`src/rtl/proc_pkg.sv`:
```
// Shared processor definitions: fetch FSM state encoding and the
// instruction / program-counter widths used by the IR and control unit.
package proc_pkg;

    localparam int INSTR_W = 16;
    localparam int PC_W    = 8;

    typedef enum logic [1:0] {
        IDLE  = 2'd0,
        REQ   = 2'd1,
        WAIT  = 2'd2,
        WRITE = 2'd3
    } fetch_state_t;

endpackage : proc_pkg

```
`src/rtl/instr_fetch_unit_if.sv`:
```
// Instruction memory read port seen by the fetch unit.
// master: the fetch unit (issues strobe/address, receives data/valid).
// slave:  the instruction memory.
interface instr_fetch_unit_if #(
    parameter int DATA_W = 16,
    parameter int ADDR_W = 8
);

    logic              mem_rd_en;
    logic [ADDR_W-1:0] mem_addr;
    logic [DATA_W-1:0] mem_data;
    logic              mem_valid;

    modport master (
        output mem_rd_en,
        output mem_addr,
        input  mem_data,
        input  mem_valid
    );

    modport slave (
        input  mem_rd_en,
        input  mem_addr,
        output mem_data,
        output mem_valid
    );

endinterface : instr_fetch_unit_if

```
`src/rtl/instr_fetch_unit_pc_counter.sv`:
```
// Program counter: load/increment register, load wins over increment,
// increment wraps modulo 2^W.
module pc_counter #(
    parameter int W = 8
) (
    input  logic         clock,
    input  logic         reset,
    input  logic         load,
    input  logic [W-1:0] load_val,
    input  logic         inc,
    output logic [W-1:0] pc
);

    // PC register with synchronous reset; load has priority over increment.
    always_ff @(posedge clock) begin
        // NOTE: non-blocking assignments keep every register sampling the
        // pre-edge value, so ordering between always_ff blocks never matters.
        if (reset) begin
            pc <= '0;
        end else if (load) begin
            pc <= load_val;
        end else if (inc) begin
            pc <= pc + 1'b1;
        end
    end

endmodule : pc_counter

```
`src/rtl/instr_fetch_unit.sv`:
```
// Instruction fetch sequencer: reads one word at pc from instruction memory
// and writes it into the IR with a single-cycle enable, then advances pc.
// Optional wait-state timeout is enabled by defining IFETCH_TIMEOUT_EN.
module instr_fetch_unit
    import proc_pkg::*;
#(
    parameter int DATA_W = INSTR_W,
    parameter int ADDR_W = PC_W
`ifdef IFETCH_TIMEOUT_EN
    ,
    parameter int TIMEOUT_CYCLES = 16
`endif
) (
    input  logic              clock,
    input  logic              reset,
    input  logic              fetch_req,
    input  logic              pc_load,
    input  logic [ADDR_W-1:0] pc_load_val,
    instr_fetch_unit_if.master mem,
    output logic              ir_write_en,
    output logic [DATA_W-1:0] ir_data,
    output logic [ADDR_W-1:0] pc,
    output logic              busy,
    output logic              fetch_done,
    output logic              fetch_err
);

    fetch_state_t      state_q;
    fetch_state_t      state_d;
    logic [DATA_W-1:0] hold_q;
    logic              timeout;

`ifdef IFETCH_TIMEOUT_EN
    localparam int CNT_W = $clog2(TIMEOUT_CYCLES + 1);

    logic [CNT_W-1:0] wait_cnt_q;
    logic             fetch_err_q;

    // Wait-state counter: zero on entry to WAIT, +1 for every WAIT cycle.
    always_ff @(posedge clock) begin
        if (reset) begin
            wait_cnt_q <= '0;
        end else if (state_q == REQ) begin
            wait_cnt_q <= '0;
        end else if (state_q == WAIT) begin
            wait_cnt_q <= wait_cnt_q + 1'b1;
        end
    end

    // The last allowed WAIT cycle passes without data; mem_valid still wins.
    assign timeout = (state_q == WAIT) && !mem.mem_valid &&
                     (wait_cnt_q == CNT_W'(TIMEOUT_CYCLES - 1));

    // Registered one-cycle error pulse, lands in the first IDLE cycle.
    always_ff @(posedge clock) begin
        if (reset) begin
            fetch_err_q <= 1'b0;
        end else begin
            fetch_err_q <= timeout;
        end
    end

    assign fetch_err = fetch_err_q;
`else
    assign timeout   = 1'b0;
    assign fetch_err = 1'b0;
`endif

    // State register.
    always_ff @(posedge clock) begin
        if (reset) begin
            state_q <= IDLE;
        end else begin
            state_q <= state_d;
        end
    end

    // Next-state logic; REQ always advances so mem_valid there is ignored.
    always_comb begin
        // NOTE: assigning the default before the case guarantees every path
        // drives state_d, so no latch can be inferred.
        state_d = state_q;
        unique case (state_q)
            IDLE:  if (fetch_req) state_d = REQ;
            REQ:   state_d = WAIT;
            WAIT: begin
                if (mem.mem_valid) begin
                    state_d = WRITE;
                end else if (timeout) begin
                    state_d = IDLE;
                end
            end
            WRITE: state_d = IDLE;
            default: state_d = IDLE;
        endcase
    end

    // Holding register: captures the memory word in WAIT, drives the IR.
    always_ff @(posedge clock) begin
        // NOTE: this data register is reset because it feeds ir_data
        // directly, which has to read zero out of reset.
        if (reset) begin
            hold_q <= '0;
        end else if ((state_q == WAIT) && mem.mem_valid) begin
            hold_q <= mem.mem_data;
        end
    end

    // pc loads only in IDLE (same cycle as an accepted fetch is fine, the
    // fetch then uses the new value) and advances when the IR is written.
    pc_counter #(
        .W(ADDR_W)
    ) u_pc_counter (
        .clock    (clock),
        .reset    (reset),
        .load     ((state_q == IDLE) && pc_load),
        .load_val (pc_load_val),
        .inc      (state_q == WRITE),
        .pc       (pc)
    );

    assign mem.mem_rd_en = (state_q == REQ);
    assign mem.mem_addr  = pc;
    assign ir_write_en   = (state_q == WRITE);
    assign fetch_done    = (state_q == WRITE);
    assign busy          = (state_q != IDLE);
    assign ir_data       = hold_q;

endmodule : instr_fetch_unit

```
`src/flat_wrapper.sv`:
```
// flat-port wrapper written by rule: the top's interface ports become plain ports
module instr_fetch_unit_flat import proc_pkg::*;
#(
    parameter int DATA_W = INSTR_W,
    parameter int ADDR_W = PC_W

)
  (clock, reset, fetch_req, pc_load, pc_load_val, ir_write_en, ir_data, pc, busy, fetch_done, fetch_err, mem_mem_rd_en, mem_mem_addr, mem_mem_data, mem_mem_valid);
  instr_fetch_unit_if #(.DATA_W(DATA_W), .ADDR_W(ADDR_W)) mem_i ();
  input  logic clock;
  input  logic reset;
  input  logic fetch_req;
  input  logic pc_load;
  input  logic [ADDR_W-1:0] pc_load_val;
  output logic ir_write_en;
  output logic [DATA_W-1:0] ir_data;
  output logic [ADDR_W-1:0] pc;
  output logic busy;
  output logic fetch_done;
  output logic fetch_err;
  output wire logic [$bits(mem_i.mem_rd_en)-1:0] mem_mem_rd_en;
  output wire logic [$bits(mem_i.mem_addr)-1:0] mem_mem_addr;
  input wire logic [$bits(mem_i.mem_data)-1:0] mem_mem_data;
  input wire logic [$bits(mem_i.mem_valid)-1:0] mem_mem_valid;
  assign mem_mem_rd_en = mem_i.mem_rd_en;
  assign mem_mem_addr = mem_i.mem_addr;
  assign mem_i.mem_data = mem_mem_data;
  assign mem_i.mem_valid = mem_mem_valid;
  instr_fetch_unit #(.DATA_W(DATA_W), .ADDR_W(ADDR_W)) u_core (.clock(clock), .reset(reset), .fetch_req(fetch_req), .pc_load(pc_load), .pc_load_val(pc_load_val), .mem(mem_i), .ir_write_en(ir_write_en), .ir_data(ir_data), .pc(pc), .busy(busy), .fetch_done(fetch_done), .fetch_err(fetch_err));
endmodule
```
`config.mk`:
```
export PLATFORM = sky130hd
export DESIGN_NAME = instr_fetch_unit_flat
export DESIGN_NICKNAME = d
export VERILOG_FILES = /design/src/rtl/proc_pkg.sv /design/src/rtl/instr_fetch_unit_if.sv /design/src/rtl/instr_fetch_unit_pc_counter.sv /design/src/rtl/instr_fetch_unit.sv /design/src/flat_wrapper.sv
export SDC_FILE = /design/constraint.sdc
export NUM_CORES = 1
export LEC_CHECK = 0
export ABC_AREA = 1
export CELL_PAD_IN_SITES_DETAIL_PLACEMENT = 2
export CELL_PAD_IN_SITES_GLOBAL_PLACEMENT = 2
export CORE_MARGIN = 3
export CORE_UTILIZATION = 20
export DETAILED_ROUTE_END_ITERATION = 12
export HOLD_SLACK_MARGIN = 0.08
export MAX_ROUTING_LAYER = met4
export PLACE_DENSITY_LB_ADDON = 0.1
export SYNTH_ARGS = -nofsm -noshare
export SYNTH_HDL_FRONTEND = slang
export SYNTH_SLANG_ARGS = --single-unit
```
`constraint.sdc`:
```
create_clock -name clock -period 1.51 [get_ports clock]
set_clock_uncertainty 0.05 [all_clocks]
set_input_delay 0.151 -clock clock [delete_from_list [all_inputs] [get_ports clock]]
set_output_delay 0.151 -clock clock [all_outputs]
set_load 0.005 [all_outputs]
```
==> impl_results.md, run 1 <==
* # setup viols final at 0
* Post-synth EDFFs at 0
* Nets at around 280
* Reg area at ~530 um2
* Routed Antenna Nets at 0
* Synth unique cells at 28
* Post-Syn Instances at 181
* Period Utilization, post-route at a little over nine tenths
* Post-Syn Area at between 1000 and 1500 um2
* N_diodes at 0
* Sw frac at 35.1%
* Core area at ~6400 um2
* Iter 0 DRT Violations at 41
* Row cnt at 29
* Syn Nets at between 200 and 250
* Area growth syn-to-layout at 62.4%
* # Post-CTS Setup Buffers at 0
* Inst Count DP at around 320
* CTS tree: built
* CTS Buf Count at 3
* Layout cells sized above 1 at around 18%
* # port buffers at 64
* Wire per inst at approximately 14 um
* Clock slew at reported path FFs at around 0.10 ns
* Ys Warns at 0
* # DRC at 0
* FFs w/ async S/R, synth at 0%
* Final Hold Vio Count at 0
* CTS root buffer: clkbuf_8
* Critical path endpoint: mem_mem_addr[1]
* CP arrival at between 1 and 1.5 ns
* Total of fill cells in the finished design at between 700 and 800
* Mean post-synth cell area at 7.36 um2
* Initial antenna violation count at 0
* Hold_buf cts at 0
* Total track usage at roughly an eighth
* CP Capture Type: output port
* First-pass GRT wire length at ~7300 um
* Post-synthesis register bit count at 26
* Vias per Instance at roughly 4.3
* Fin area at 2160 um2
* Area of the die at about 7700 um2
* Prevailing post-synth register cell: dfxtp_1
* Vias at around 1400
* Minimum clock period at 1.45 ns
* PD cells at roughly 1400 nW/um2
* Final Non-Filler Cells at 323
* Critical path launch point type: flip-flop
* Routed wire length at 4490 um
* Most frequent cells in the layout: clkdlybuf4s50_1 (60), nor2_1 (38), nand2_1 (29)
* Post-layout util at 33.9%
* Status: complete, no violations
* FF-to-FF Start: u_core.state_q[0]
* Critical path class: flip-flop to output port
* Area occupied by multi-input gates at 666 um2
* Setup ws final at 0.0552 ns
* TritonRoute pass-1 iters at 3
* Largest net degree at the start of global routing at 17
* Achievable Freq at about 700 MHz
* Critical-path maximum fanout at 5
* R2R Setup Slk at between 0.1 and 0.15 ns
* Top cells by area, synth: dfxtp_1 (39%), nor2_1 (11%), nand2_1 (8.2%)
* Critical path required time at between 1 and 1.5 ns
* Power, Total at approximately 3.1 mW
* Clk sinks at 26
* Die W at roughly 88 um
* Clock network fraction of total power at 19.2%
* Comb power frac at 48.7%
* Hold crit path type: input pin to flip-flop
* Share of the synthesized area in the top cell type at between 30% and 40%
* Max_cap viols at 0
* Final RePlAce weighted congestion at about 0.75
* Max-slew violations at 0
* Internal Dissipation at 2.04 mW
* Vias in the first global route at around 1400
* DP Wirelength at 3550 um
* Sequential Power Share at about a third
* Worst VDD drop at between 0.0005 and 0.0006 V
* CP startpoint: u_core.u_pc_counter.pc[1]
* Area leader, netlist: dfxtp_1
* Worst slack, placed at -0.0154 ns
* Die height at 87.6 um
* H-tree Lvls at 1
* Cell Area, Placed at approximately 2100 um2
* Most common cell after layout, fill and taps aside: clkdlybuf4s50_1
* Worst-Skew Late Latency at 0.28 ns
* Io pins at 66
* Clock Tree Buf Depth at 2
* Seq/Total Area, Yosys at around two fifths
* Initial Utilization at a little over a fifth
* R2r worst-path depth at 5
* Sw Pwr at between 1 and 1.5 mW
* Leakage Power at 0.859 nW
* R2R Path End: u_core.u_pc_counter.pc[4]
* Grt ovf at 0
[worst min path at each step]
stage | startpoint | cells past startpoint | slack (ns) | end
final | pc_load_val[5] | 3 | 0.38 | u_core.u_pc_counter.pc[5]
after global routing | pc_load_val[5] | 3 | 0.40 | u_core.u_pc_counter.pc[5]
after CTS | pc_load_val[5] | 3 | 0.39 | u_core.u_pc_counter.pc[5]
after detailed placement | u_core.ir_data[1] | 2 | 0.43 | u_core.ir_data[1]
after global placement | u_core.ir_data[1] | 2 | 0.41 | u_core.ir_data[1]
after floorplan | reset | 1 | 0.16 | u_core.u_pc_counter.pc[6]
[power by group through the flow]
stage | Sequential (mW) | Combinational [mW] | Clock [mW]
final | 1.01 | 1.53 | 0.602
after floorplan | 0.997 | 0.745 | 0
after CTS | 0.999 | 1.49 | 0.624
after global routing | 1.04 | 1.74 | 0.655
after global placement | 0.999 | 1.49 | 0
after detailed placement | 1.01 | 1.51 | 0
[cells by family after synthesis]
kind of cell             after synthesis  share of synthesized area [%]
other                                  1                          0.281
buffers and inverters                 32                           12.8
flip-flops                            26                           39.1
AND/OR/NAND/NOR                       86                           28.3
adder cells (fa/ha/maj)                6                           5.63
AO/OA/AOI/OAI                         30                           14.0
[cell type report]
type | count | area share (%)
clock buffers | 3 | 1.91
repair buffers | 75 | 33.2
flip-flops and latches | 26 | 24.7
multi-input cells | 123 | 30.8
inverters | 18 | 3.58
clock inverters | 1 | 1.39
well taps | 77 | 4.45
[through the flow]
stage	hold WS [ns]	setup TNS, ns
2_1_floorplan	0.163	0
3_3_place_gp	0.414	0
3_5_place_dp	0.428	-0.0240
4_1_cts	0.389	0
5_1_grt	0.396	-0.0122
6_report	0.383	0
[registers in the layout (all words and copies together) (netlist names)]
name	flops
u_core.state_q	2
u_core.ir_data	16
u_core.u_pc_counter.pc	8
[worst max-delay path, stage by stage (launching register included)]
cell and delay [ns]:
dfxtp_1 0.34, buf_4 0.14, clkdlybuf4s50_1 0.50
[routing by layer]
metal  GRT usage (%)  share of wire, %
met5               -                 0
met2            20.4                49
met3            3.48               6.2
met1            15.7                44
met4            2.51              0.91
[synth_stat cells (2+ instances only)]
cell type  number
clkbuf_1        2
nand3_1         9
dfxtp_1        26
inv_1          13
nor2_1         38
nand2_2         2
buf_4          11
a221oi_2        2
o21ai_0        19
nand2_1        29
a21oi_1         2
nor2_2          3
inv_2           2
nor2_4          2
o21ai_1         3
ha_1            6
[repair_timing]
item                                    4_1_cts  5_1_grt
pin swaps                                     0        2
resized for setup                             9       13
endpoints found under the setup margin       11       17
Power figures use the tool's default switching activity.
==> run 2, diff against run 1 <==
==> constraint.sdc (replaced) <==
create_clock -name clock -period 1.35 [get_ports clock]
set_clock_uncertainty 0.05 [all_clocks]
set_input_delay 0.135 -clock clock [delete_from_list [all_inputs] [get_ports clock]]
set_output_delay 0.135 -clock clock [all_outputs]
set_load 0.005 [all_outputs]
==> run 2 against run 1 <==
Effect of this change: flip-flop and latch count unchanged; via count up 6.4%; first-iteration DRC count up 17%; sequential power up 12%; clock power down 27%; global-route usage up 0.69 points; worst setup slack worse by 0.031 ns; sequential share of layout area down 1.7 points; highest routed layer unchanged.
==> impl_results.md, run 2 (same netlist as run 1, synthesis figures left out) <==
* Status: complete, no violations (unchanged)
* Post-layout util at 38.2% (was 33.9%)
* Minimum clock period at ~1.3 ns
* Die W at 87.6 um (unchanged)
* Period Utilization, post-route at between 90 and 100%
* Worst VDD drop at 0.000761 V (was 0.000574 V)
* Grt ovf at 0 (unchanged)
* Largest net degree at the start of global routing at 16 (was 17)
* Leakage Power at 1.19 nW (was 0.859 nW)
* Final RePlAce weighted congestion at 0.747 (was 0.753)
* Critical-path maximum fanout at 4 (was 5)
* N_diodes at 0 (unchanged)
* First-pass GRT wire length at 7770 um (was 7350 um)
* Wire per inst at 13.7 um (was 13.9 um)
* Most common cell after layout, fill and taps aside: clkdlybuf4s50_1 (unchanged)
* CTS tree: built (unchanged)
* Io pins at 66 (unchanged)
* CP Capture Type: flip-flop (was output port)
* Die height at 87.6 um (unchanged)
* Vias in the first global route at 1566 (was 1445)
* Max_cap viols at 0 (unchanged)
* Core area at 6390 um2 (unchanged)
* Nets at 304 (was 282)
* Critical path required time at 1.47 ns (was 1.31 ns)
* Hold_buf cts at 0 (unchanged)
* TritonRoute pass-1 iters at 4 (was 3)
* # DRC at 0 (unchanged)
* Initial Utilization at 20.9% (unchanged)
* Routed wire length at 4730 um (was 4490 um)
* Area growth syn-to-layout at 83.2% (was 62.4%)
* FF-to-FF Start: u_core.state_q[0] (unchanged)
* Final Hold Vio Count at 0 (unchanged)
* Area of the die at 7680 um2 (unchanged)
* # setup viols final at 0 (unchanged)
* Setup ws final at 0.0239 ns (was 0.0552 ns)
* Max-slew violations at 0 (unchanged)
* Iter 0 DRT Violations at 48 (was 41)
* Hold crit path type: input pin to flip-flop (unchanged)
* Total of fill cells in the finished design at 737 (was 733)
* Worst-Skew Late Latency at 0.26 ns (was 0.28 ns)
* Clk sinks at 26 (unchanged)
* Clock slew at reported path FFs at 0.09 ns (was 0.10 ns)
* CTS Buf Count at 3 (unchanged)
* Max reg flops at 16 (unchanged)
* CTS root buffer: clkbuf_8 (unchanged)
* Critical path class: flip-flop to flip-flop (was flip-flop to output port)
* CP arrival at 1.45 ns (was 1.25 ns)
* Worst slack, placed at -0.113 ns (was -0.0154 ns)
* Setup TNS at 0 ns (unchanged)
* CP startpoint: u_core.state_q[0] (was u_core.u_pc_counter.pc[1])
* Layout cells sized above 1 at 35.6% (was 17.9%)
* # port buffers at 64 (unchanged)
* Critical path launch point type: flip-flop (unchanged)
* Most frequent cells in the layout: clkdlybuf4s50_1 (43), nor2_1 (36), buf_4 (28) (was clkdlybuf4s50_1 (60), nor2_1 (38), nand2_1 (29))
* Clock Tree Buf Depth at 2 (unchanged)
* Row cnt at 29 (unchanged)
* DP Wirelength at 3660 um (was 3550 um)
* Vias per Instance at 4.31 (was 4.32)
* Routed Antenna Nets at 0 (unchanged)
* Hold path startpoint: pc_load_val[5] (unchanged)
* Total track usage at 13.3% (was 12.6%)
* RSZ-0062 raised after global routing: yes
* PD cells at 1530 nW/um2 (was 1450 nW/um2)
* Initial antenna violation count at 0 (unchanged)
* H-tree Lvls at 1 (unchanged)
* Achievable Freq at ~750 MHz
* Vias at 1483 (was 1394)
[run 2: routing by layer]
| layer | routed length, um | vias up | global-route usage [%] |
|---|---|---|---|
| met2 | 2390 | 43 | 23.2 |
| met3 | 371 | 2 | 4.33 |
| li1 | - | 745 | - |
| met4 | 19 | 0 | 1.67 |
| met5 | 0 | - | - |
| met1 | 1950 | 693 | 15.2 |
[run 2: through the flow]
step	area, um2	cells	power (mW)	hold WS [ns]
after global routing	2440	344	4.09	0.405
after detailed placement	2190	331	3.04	0.425
final	2440	344	3.75	0.386
after global placement	2190	331	3.00	0.413
after CTS	2310	342	3.65	0.378
after floorplan	1340	181	1.95	0.147
[run 2: final cells by class]
cell class / count / area, um2 / share of cell area (%)
inverters: 18 / 82.6 / 3.38
well taps: 77 / 96.3 / 3.95
clock buffers: 3 / 41.3 / 1.69
flip-flops and latches: 26 / 561 / 23.0
multi-input cells: 123 / 727 / 29.8
repair buffers: 97 / 933 / 38.2
[run 2: timing repair]
item | 4_1_cts | 5_1_grt
pin swaps | 4 | 7
gates cloned | 0 | 0
buffers inserted | 8 | 2
setup endpoints to repair | 40 | 51
gates resized for setup | 35 | 62
[run 2: path summary, 6_finish.rpt]
path	to	slack (ns)	cells past startpoint
min	u_core.u_pc_counter.pc[5]	0.39	3
min reg2reg	u_core.ir_data[13]	0.43	2
max reg2reg	u_core.u_pc_counter.pc[6]	0.02	8
max	u_core.u_pc_counter.pc[6]	0.02	8
[run 2: power breakdown]
group	switching [mW]	internal, mW	leakage, nW
clock	0.238	0.200	0.0216
sequential	0.139	0.995	0.222
combinational	0.992	1.18	0.950
total	1.37	2.38	1.19
[run 2: critical path, stage by stage (launching register included)]
cell     delay (ns)
dfxtp_4        0.37
ha_2           0.20
buf_4          0.16
nor2_4         0.16
inv_4          0.07
o21ai_2        0.06
inv_2          0.04
nand2_1        0.07
a21oi_2        0.04
==> run 3, diff against run 2 <==
--- a/config.mk
+++ b/config.mk
@@ -13,7 +13,7 @@
 export DETAILED_ROUTE_END_ITERATION = 12
 export HOLD_SLACK_MARGIN = 0.08
 export MAX_ROUTING_LAYER = met4
-export PLACE_DENSITY_LB_ADDON = 0.1
+export PLACE_DENSITY = 0.81
 export SYNTH_ARGS = -nofsm -noshare
 export SYNTH_HDL_FRONTEND = slang
 export SYNTH_SLANG_ARGS = --single-unit
==> run 3 against run 2 <==
Effect of this change: sequential share of layout area decreased by 0.67 points; non-clock buffer count is 1 lower; largest power group unchanged; final cell count stayed put; die area is the same; worst setup slack worse by 0.019 ns; critical path type unchanged; clock power up 53%; flip-flop and latch count unchanged; final area rose by 3.5%; maximum frequency down 1.4%.
==> impl_results.md, run 3 (same netlist as run 1, synthesis figures left out) <==
* Status: complete, no violations (unchanged)
* Critical Path Max Stage Delay at 0.38 ns (was 0.37 ns)
* Iter 0 DRT Violations at 43 (was 48)
* Internal Dissipation at 2.67 mW (was 2.38 mW)
* N_diodes at 0 (unchanged)
* Vias per Instance at 4.38 (was 4.31)
* Grt ovf at 0 (unchanged)
* CTS tree: built (unchanged)
* Io pins at 66 (unchanged)
* Row cnt at 29 (unchanged)
* Total of fill cells in the finished design at 722 (was 737)
* Worst-Skew Late Latency at 0.28 ns (was 0.26 ns)
* Achievable Freq at 744 MHz (was 754 MHz)
* Final RePlAce weighted congestion at 0.741 (was 0.747)
* Power, Total at 4.19 mW (was 3.75 mW)
* TritonRoute pass-1 iters at 3 (was 4)
* Vias in the first global route at 1625 (was 1566)
* # DRC at 0 (unchanged)
* Area growth syn-to-layout at 89.6% (was 83.2%)
* Initial antenna violation count at 0 (unchanged)
* Hold crit path type: input pin to flip-flop (unchanged)
* Die height at 87.6 um (unchanged)
* Minimum clock period at 1.34 ns (was 1.33 ns)
* Clock Tree Buf Depth at 2 (unchanged)
* Critical-path maximum fanout at 5 (was 4)
* # port buffers at 64 (unchanged)
* DP Wirelength at 3650 um (was 3660 um)
* Die W at 87.6 um (unchanged)
* Clk sinks at 26 (unchanged)
* Vias at 1507 (was 1483)
* Critical path's slowest cell: dfxtp_4 (unchanged)
* Hold path depth at 3 (unchanged)
* Critical path required time at 1.46 ns (was 1.47 ns)
* Period Utilization, post-route at 99.6% (was 98.2%)
* Most common cell after layout, fill and taps aside: clkdlybuf4s50_1 (unchanged)
* Clock slew at reported path FFs at 0.10 ns (was 0.09 ns)
* RSZ-0062 raised after global routing: yes (unchanged)
* Sw frac at 36.4% (was 36.6%)
* # setup viols final at 0 (unchanged)
* Routed wire length at 5270 um (was 4730 um)
* Nets at 303 (was 304)
* Post-layout util at 39.6% (was 38.2%)
* Max-slew violations at 0 (unchanged)
* CP Capture Type: flip-flop (unchanged)
* First-pass GRT wire length at 8440 um (was 7770 um)
* CP arrival at 1.45 ns (about the same)
* CTS root buffer: clkbuf_8 (unchanged)
* Area of the die at 7680 um2 (unchanged)
* Layout cells sized above 1 at 37.8% (was 35.6%)
* Initial Utilization at 20.9% (unchanged)
* CTS Buf Count at 3 (unchanged)
* Max reg flops at 16 (unchanged)
* Crit-path cells: inv_4, ha_4, nand2_8, buf_4, o21ai_0, a221oi_2 (was ha_2, buf_4, nor2_4, inv_4, o21ai_2, inv_2, nand2_1, a21oi_2)
* Most frequent cells in the layout: clkdlybuf4s50_1 (43), nor2_1 (37), buf_4 (29) (was clkdlybuf4s50_1 (43), nor2_1 (36), buf_4 (28))
* Critical path class: flip-flop to flip-flop (unchanged)
* Worst Path Buf+Inv at 2 (was 3)
* Routed Antenna Nets at 0 (unchanged)
* Comb power frac at 56.4% (was 58.0%)
* Max_cap viols at 0 (unchanged)
* Crit path max-delay family: flip-flops (unchanged)
* Clock network fraction of total power at 16.0% (was 11.7%)
* Largest net degree at the start of global routing at 17 (was 16)
* Sequential Power Share at 27.6% (was 30.3%)
* Sw Pwr at 1.52 mW (was 1.37 mW)
* Critical path launch point type: flip-flop (unchanged)
* Final Hold Vio Count at 0 (unchanged)
* Hold_buf cts at 0 (unchanged)
* Hold WS at 0.376 ns (was 0.386 ns)
* R2r worst-path depth at 6 (was 8)
* Core area at 6390 um2 (unchanged)
* Crit path depth at 6 (was 8)
* Worst VDD drop at 0.000672 V (was 0.000761 V)
* Leakage Power at 1.23 nW (was 1.19 nW)
* PD cells at 1660 nW/um2 (was 1530 nW/um2)
* Wire per inst at 15.3 um (was 13.7 um)
* Total track usage at 14.7% (was 13.3%)
* H-tree Lvls at 1 (unchanged)
run 3: cell types whose count changed in the layout (fill, tap and decap cells not counted), moves of 4 or more:
| cell | delta |
|---|---|
| ha_4 | +4 |
| o21ai_1 | -6 |
| o21ai_0 | +5 |
| dfxtp_2 | +5 |
| ha_2 | -4 |
| dfxtp_1 | -4 |
run 3: per-layer routing:
layer  up-vias  routed length [um]  global-route usage, %
li1        732                   -                      -
met1       726                1990                   15.8
met2        43                2980                   28.0
met3         6                 237                   2.26
met4         0                  59                   3.49
met5         -                   0                      -
run 3: layout make-up:
cell class                 count  area [um2]  area share [%]
clock inverter                 1        30.0            1.19
tap                           77        96.3            3.81
multi-input combinational    123         783            31.0
sequential                    26         563            22.3
clock buffer                   3        41.3            1.63
inverter                      18        85.1            3.37
timing repair buffer          96         927            36.7
run 3: through the flow:
step                cell area (um2)  instances  setup WS, ns  setup TNS [ns]
floorplan                      1340        181       0.00250               0
global placement               2120        326       -0.0694          -0.282
detailed placement             2120        326        -0.106           -1.73
CTS                            2420        342       -0.0616         -0.0723
global route                   2530        344       -0.0791          -0.683
finish                         2530        344       0.00519               0
run 3: power by group through the flow:
stage,sequential [mW],combinational (mW),clock [mW]
floorplan,1.12,0.837,0
global placement,1.11,1.76,0
detailed placement,1.12,1.81,0
CTS,1.15,2.22,0.698
global route,1.18,2.63,0.720
finish,1.15,2.37,0.672
run 3: repair_timing:
item / in CTS / in global routing
pin swaps: 4 / 7
setup endpoints to repair: 47 / 51
setup buffers: 12 / 3
gates resized for setup: 53 / 48
run 3: final timing paths:
| check | slack, ns | startpoint | endpoint |
|---|---|---|---|
| max reg2reg | 0.005 | u_core.state_q[0] | u_core.u_pc_counter.pc[4] |
| min reg2reg | 0.44 | u_core.ir_data[13] | u_core.ir_data[13] |
| max | 0.005 | u_core.state_q[0] | u_core.u_pc_counter.pc[4] |
| min | 0.38 | pc_load_val[5] | u_core.u_pc_counter.pc[5] |
run 3: tightest hold or removal path: stages:
cell and delay [ns]:
clkdlybuf4s50_1 0.39, nand2_1 0.07, a31oi_1 0.08
